## src/rtl/card_request_initiator.sv

```systemverilog
// Card-request initiator: raises req_card_o toward the seed path, rejection-samples the random
// nibble into a rank 1..13 plus blackjack points. Optional deck tracking: CARD_DECK_TRACK_EN.
module card_request_initiator #(
    parameter int RND_W       = 8,
    parameter int TIMEOUT_CYC = 64,
    parameter int CNT_W       = 7
) (
    input  logic             clk_cr_i,
    input  logic             rst_cr_i,
    input  logic             draw_i,
    input  logic             state_i,
    input  logic [RND_W-1:0] rnd_data_i,
`ifdef CARD_DECK_TRACK_EN
    input  logic             shuffle_i,
    output logic             deck_empty_o,
`endif
    output logic             req_card_o,
    output logic             busy_o,
    output logic             card_valid_o,
    output logic [3:0]       card_rank_o,
    output logic [4:0]       card_points_o,
    output logic             timeout_err_o
);
    typedef enum logic [1:0] {ST_IDLE, ST_REQ, ST_RELEASE} state_t;

    localparam logic [CNT_W-1:0] CNT_LAST = CNT_W'(TIMEOUT_CYC - 1);

    state_t           state_q, state_d;
    logic [CNT_W-1:0] cnt_q, cnt_d;
    logic             req_q, req_d;
    logic             busy_q, busy_d;
    logic             valid_q, valid_d;
    logic             err_q, err_d;
    logic [3:0]       rank_q, rank_d;
    logic [4:0]       points_q, points_d;

    logic [3:0]       nib;
    logic             cand_ok;
    logic             draw_ok;
    logic             accept;

    assign nib    = rnd_data_i[3:0];
    assign accept = (state_q == ST_REQ) && state_i && cand_ok;

    generate
        if (RND_W > 4) begin : g_rnd_hi
            logic unused_rnd_hi;
            assign unused_rnd_hi = ^rnd_data_i[RND_W-1:4];
        end
    endgenerate

    function automatic logic [4:0] rank_points(input logic [3:0] rank);
        if (rank == 4'd1) begin
            return 5'd11;
        end else if (rank >= 4'd11) begin
            return 5'd10;
        end else begin
            return {1'b0, rank};
        end
    endfunction

`ifdef CARD_DECK_TRACK_EN
    logic [2:0]  deck_cnt_q [13];
    logic [2:0]  deck_cnt_d [13];
    logic [15:0] rank_full;
    logic        deck_empty_q, deck_empty_d;

    // Nibbles 13..15 are padded as "full" so one lookup covers both rejection causes.
    generate
        for (genvar gi = 0; gi < 16; gi++) begin : g_full
            if (gi < 13) begin : g_rank
                assign rank_full[gi] = (deck_cnt_q[gi] == 3'd4);
            end else begin : g_pad
                assign rank_full[gi] = 1'b1;
            end
        end
    endgenerate

    assign cand_ok = (nib <= 4'd12) && !rank_full[nib];
    assign draw_ok = !deck_empty_q;

    always_comb begin
        deck_empty_d = 1'b1;
        for (int i = 0; i < 13; i++) begin
            deck_cnt_d[i] = deck_cnt_q[i];
            if ((state_q == ST_IDLE) && shuffle_i) begin
                deck_cnt_d[i] = 3'd0;
            end else if (accept && (nib == 4'(i))) begin
                deck_cnt_d[i] = deck_cnt_q[i] + 3'd1;
            end
            if (deck_cnt_d[i] != 3'd4) begin
                deck_empty_d = 1'b0;
            end
        end
    end

    always_ff @(posedge clk_cr_i or negedge rst_cr_i) begin
        if (!rst_cr_i) begin
            for (int i = 0; i < 13; i++) begin
                deck_cnt_q[i] <= 3'd0;
            end
            deck_empty_q <= 1'b0;
        end else begin
            for (int i = 0; i < 13; i++) begin
                deck_cnt_q[i] <= deck_cnt_d[i];
            end
            deck_empty_q <= deck_empty_d;
        end
    end

    assign deck_empty_o = deck_empty_q;
`else
    assign cand_ok = (nib <= 4'd12);
    assign draw_ok = 1'b1;
`endif

    always_comb begin
        state_d  = state_q;
        cnt_d    = cnt_q;
        valid_d  = 1'b0;
        err_d    = 1'b0;
        rank_d   = rank_q;
        points_d = points_q;
        unique case (state_q)
            ST_IDLE: begin
                if (draw_i && draw_ok) begin
                    state_d = ST_REQ;
                    cnt_d   = '0;
                end
            end
            ST_REQ: begin
                cnt_d = cnt_q + 1'b1;
                // Acceptance is tested first so it wins over a coincident timeout.
                if (accept) begin
                    rank_d   = nib + 4'd1;
                    points_d = rank_points(nib + 4'd1);
                    valid_d  = 1'b1;
                    state_d  = ST_RELEASE;
                end else if (cnt_q == CNT_LAST) begin
                    err_d   = 1'b1;
                    state_d = ST_RELEASE;
                end
            end
            ST_RELEASE: begin
                if (!state_i) begin
                    state_d = ST_IDLE;
                end
            end
            default: begin
                state_d = ST_IDLE;
            end
        endcase
        req_d  = (state_d == ST_REQ);
        busy_d = (state_d != ST_IDLE);
    end

    always_ff @(posedge clk_cr_i or negedge rst_cr_i) begin
        if (!rst_cr_i) begin
            state_q  <= ST_IDLE;
            cnt_q    <= '0;
            req_q    <= 1'b0;
            busy_q   <= 1'b0;
            valid_q  <= 1'b0;
            err_q    <= 1'b0;
            rank_q   <= 4'd0;
            points_q <= 5'd0;
        end else begin
            state_q  <= state_d;
            cnt_q    <= cnt_d;
            req_q    <= req_d;
            busy_q   <= busy_d;
            valid_q  <= valid_d;
            err_q    <= err_d;
            rank_q   <= rank_d;
            points_q <= points_d;
        end
    end

    assign req_card_o    = req_q;
    assign busy_o        = busy_q;
    assign card_valid_o  = valid_q;
    assign timeout_err_o = err_q;
    assign card_rank_o   = rank_q;
    assign card_points_o = points_q;
endmodule

```

## config.mk

```make
export PLATFORM = sky130hd
export DESIGN_NAME = card_request_initiator
export DESIGN_NICKNAME = d
export VERILOG_FILES = /design/src/rtl/card_request_initiator.sv
export SDC_FILE = /design/constraint.sdc
export NUM_CORES = 1
export LEC_CHECK = 0
export ABC_CLOCK_PERIOD_IN_PS = 2200
export CAP_MARGIN = 20
export CORE_MARGIN = 4
export CORE_UTILIZATION = 41
export CTS_CLUSTER_DIAMETER = 200
export DETAILED_ROUTE_END_ITERATION = 7
export GPL_ROUTABILITY_DRIVEN = 0
export GPL_TIMING_DRIVEN = 0
export PLACE_DENSITY_LB_ADDON = 0.25
export RECOVER_POWER = 50
export SLEW_MARGIN = 20
export SYNTH_ARGS = -nofsm -noshare
export SYNTH_HDL_FRONTEND = slang
export SYNTH_SLANG_ARGS = --single-unit
```

## constraint.sdc

```tcl
create_clock -name clk_cr_i -period 2.2 [get_ports clk_cr_i]
set_input_delay 0.44 -clock clk_cr_i [delete_from_list [all_inputs] [get_ports clk_cr_i]]
set_output_delay 0.44 -clock clk_cr_i [all_outputs]
set_load 0.02 [all_outputs]
```

# Word-level counts from Yosys, hierarchy flattened
# Index checks and enable logic that the tools add are counted.
# W data, S select, Z words.
# totals
reg_bits,22
inputBits,12
word_cells,39
# op_classes
n_addsub,2
magnitude_cmp,2
n_eq_ne,6
mux,14
reduce_logical,7
# op_table
cell,count
$pmux W7 S2,1
$mux W2,4
$mux W4,2
$add A7 B1 Y7 const B,1
$eq A7 B6 Y1 const B,1
$mux W7,1
$pmux W2 S3,1
$mux W1,5
$add A4 B1 Y4 const B,1
$eq A2 B1 Y1 const B,2
$eq A4 B1 Y1 const B,1
$ge A4 B4 Y1 const B,1
$le A4 B4 Y1 const B,1
$reduce_and A2 Y1,2
$reduce_bool A2 Y1,2
$eq A2 B2 Y1 const B,1
$logic_and A1 B1 Y1,2
$logic_not A2 Y1,1
$ne A2 B2 Y1 const B,1

# Depth between registers and ports, before layout
# logic_depth
word_depth,6
mapped_depth,6
depth_no_buf,6

# Worst setup path after synthesis
# OpenSTA, ideal clock, no wires.
# synth_path
path_type,input to register
startpoint,input port rnd_data_i[0]
endpoint,"register points_q[0], in the netlist card_points_o[0]"
setup_ns,0.082
t_arrival_ns,1.259
slack_ns,0.859
stages,5
path_buffers,0
path_cell_list,ha_1 xnor2_1 nand2b_1 a21o_1 a31oi_1
# synth_between
elab_chain_len,4
word_cells_on_any_way,8
# synth_rtl
element,line_no,text
from (decl),12,"input logic [RND_W-1:0] rnd_data_i,"
$add A4 B1 Y4,136,points_d = rank_points(nib + 4'd1);
$ge A4 B4 Y1,55,end else if (rank >= 4'd11) begin
$mux W4,55,
$mux W4,53,if (rank == 4'd1) begin
to (signal assigned),175,points_q <= points_d;
to (decl),35,"logic [4:0] points_q, points_d;"
# Several ways; a longest one is shown, not always the timed one.
# A chain may end at the register's enable or synchronous reset.

# Worst setup path in the final report
# layout_path
startpoint,input port rnd_data_i[0]
endpoint,register state_q[0]
# layout_between
elab_chain_len,4
# layout_rtl
element,line_no,text
$le A4 B4 Y1,113,assign cand_ok = (nib <= 4'd12);
$logic_and A1 B1 Y1,43,assign accept = (state_q == ST_REQ) && state_i && cand_ok;
$mux W2,134,if (accept) begin
$pmux W2 S3,124,unique case (state_q)
named net state_d[0],28,"state_t state_q, state_d;"
to (signal assigned),168,state_q <= state_d;
to (decl),28,
# The timed path passes the listed nets, and every way through them passes these cells.

==> results.py <==
metrics = {
    "critical_path": {
        "worst-setup-path-type": "input pin to flop",
        "critPathTopFamily": "buffers and inverters",
        "crit_chain": "clkdlybuf4s50_1, inv_1, ha_1, o211ai_2, buf_6, nand3_2, a21oi_1",
        "crit_required_ps": 2430,
        "cp_max_fo": 10,
        "startpoint_type": "input pin",
        "cp_slowest_stage_delay_ps": 590,
        "arrival_ps": 2050,
        "cp.buffers_inverters": 3,
        "end_kind": "flop",
        "slowest_stage": "clkdlybuf4s50_1",
        "rrSetupSlack_ps": 760,
    },
    "synth": {
        "synth_top_cell_by_area": "dfrtp_1",
        "ys_top_cells_by_count": "dfrtp_1 (21), nand2_1 (14), nor2_1 (9), a21oi_1 (5)",
        "synth.top_cell.area_share": 0.495,
        "synth_edf_count": 0,
        "syn_avg_cell_area_sq_um": 10.2,
        "syn_inst": 104,
        "yosys-top-cells-area": "dfrtp_1 (50%), nand2_1 (5.0%), ha_1 (4.7%)",
        "synth_flop_cell": "dfrtp_1",
        "yosys_warnings": 0,
        "synth_most_common_cell": "dfrtp_1",
        "synth_fp_nets": 120,
        "ys_async_sr_fraction": 1.00,
        "post_synth_num_cell_types": 36,
        "synth-seq-cells": 21,
        "ys_seq_area_frac": 0.495,
        "syn-cell-area_sq_um": 1060,
    },
    "place": {
        "preCtsSetupSlack_ps": 80.2,
        "dp_hpwl_microns": 1660,
        "port_buffers": 19,
    },
    "detailed_routing": {
        "routedWlPerCell_microns": 14.1,
        "antenna_left": 0,
        "wirelength_microns": 2210,
        "dr_total_vias": 842,
        "drtIter0Drc": 29,
        "drt_drc_violations_left": 0,
        "firstDrtPassIters": 4,
        "viasPerCell": 5.36,
    },
    "clock_tree": {
        "clk_latency_ps": 300,
        "cts_buffers": 3,
        "root_buffer": "clkbuf_4",
        "htreeDepth": 1,
        "cts_resized": 0,
        "cts_setup_buffers": 0,
        "cts_tree": "yes",
        "clock_sinks": 21,
        "clockBufferDepth": 2,
        "cts.clk_slew.worst_paths_ps": 120,
        "ctsHoldBuffers": 0,
    },
    "sta": {
        "fmax_mhz": 551,
        "final.setup.tns_ps": 0,
        "tightestPinTransition_ps": 1180,
        "maxSlewViolCount": 0,
        "slew_headroom": 0.216,
        "finClkSkew_ps": 3.04,
        "finalHoldViolCount": 0,
        "timing.hold.ws_ps": 342,
        "setup_viol_count_final": 0,
        "period_needed_ps": 1820,
        "rsz0062_at_grt": "no",
        "final.setup.worst_slack_ps": 383,
        "fin_crit_sh": 0.826,
    },
    "global_route": {
        "track_usage": 0.145,
        "antenna_found_initial": 0,
        "grt_overflow_total": 0,
        "grt_pass1_vias": 808,
        "grt_start_max_net_pins": 22,
        "grt_pass1_wl_microns": 3890,
    },
    "finish": {
        "num-nets-final": 144,
        "diodes": 0,
        "fillers": 229,
        "multi_input_area_sq_um": 489,
        "final_util": 0.525,
        "syn_to_final_growth_pct": 22.6,
        "drive_above_1_share": 0.126,
        "layout.area.seq_sq_um": 526,
    },
    "power": {
        "powerDensity_nw_per_um2": 1170,
        "p_leak_nw": 0.597,
        "ir_worst_vdd_v": 0.000789,
        "power_mw": 1.53,
    },
    "floorplan": {
        "ioPinCount": 25,
        "die_h_microns": 58.9,
        "core_sq_um": 2480,
        "die-area_sq_um": 3470,
        "initial_core_util": 0.428,
        "die_w_microns": 58.9,
        "row_count": 18,
    },
    "min_path": {
        "min_path_type": "input pin to asynchronous set/reset pin",
    },
    "run_status": {
        "outcome": "finished, final reports clean",
    },
    "job": {
        "drv_cap": 0,
    },
}
-- layout by cell type (no fill, tap or decap), drive strengths merged --
cell type | Yosys | routed
o21a | 1 | 1
a21oi | 5 | 5
nand2b | 4 | 4
dfrtp | 21 | 21
o31ai | 1 | 1
o21bai | 1 | 1
nand2 | 15 | 15
a22o | 4 | 4
clkbuf | 1 | 6
nor2b | 1 | 1
nor4 | 1 | 1
and2 | 1 | 1
clkdlybuf4s50 | 0 | 18
nand3 | 5 | 5
o32a | 1 | 1
mux2 | 1 | 1
a21o | 3 | 3
o211ai | 2 | 2
o21ai | 6 | 6
a31oi | 3 | 3
or3 | 1 | 1
xnor2 | 2 | 2
ha | 4 | 4
nor2 | 9 | 9
nand3b | 1 | 1
buf | 3 | 3
nor3 | 3 | 3
inv | 3 | 3
conb | 1 | 1
-- cell type report --
class	count	share of cell area
Buffer	4	0.0212
Clock buffer	4	0.0202
Inverter	3	0.00865
Multi-Input combinational cell	76	0.376
Sequential cell	21	0.404
Tap cell	30	0.0288
Timing Repair Buffer	19	0.141
-- path summary, 6_finish.rpt --
path / cells past startpoint / startpoint / endpoint
max: 7 / rnd_data_i[0] / state_q[0]
min: 1 / rst_cr_i / card_rank_o[0]
max reg2reg: 3 / state_q[0] / cnt_q[2]
min reg2reg: 2 / card_rank_o[1] / card_rank_o[1]
max in group asynchronous: 1 / rst_cr_i / card_rank_o[1]
min in group clk_cr_i: 2 / card_rank_o[1] / card_rank_o[1]
-- cell families (layout without fill, tap and decap cells) --
group / count (synthesis) / after routing / share of synthesized area
AO/OA/AOI/OAI: 27 / 27 / 0.182
XOR/XNOR: 2 / 2 / 0.0236
adder cells (fa/ha/maj): 4 / 4 / 0.0472
buffers and inverters: 7 / 30 / 0.0401
flip-flops: 21 / 21 / 0.495
multiplexers: 1 / 1 / 0.0106
other: 1 / 1 / 0.00353
AND/OR/NAND/NOR: 41 / 41 / 0.198
-- layer usage --
layer	track usage	share of wire
met5	0	0
met4	0.0421	0
met3	0.0219	0.062
met2	0.235	0.48
met1	0.201	0.46
-- report_power, final --
part / total [mW] / internal (mW) / switching, mW
registers: 0.618 / 0.530 / 0.0885
clock network: 0.188 / 0.0706 / 0.117
logic: 0.722 / 0.327 / 0.395
total: 1.53 / 0.927 / 0.601
-- through the flow --
stage	cell area, sq um	cells
floorplan	1060	104
global placement	1290	153
detailed placement	1290	153
CTS	1320	157
global route	1300	157
finish	1300	157
-- sequential cells by signal, summed over array words and instances, names as in the netlist --
| register | cells |
|---|---|
| cnt_q | 7 |
| timeout_err_o | 1 |
| card_rank_o | 4 |
| card_points_o | 4 |
| card_valid_o | 1 |
| state_q | 2 |
| req_card_o | 1 |
| busy_o | 1 |
(Power assumes the default switching activity.)
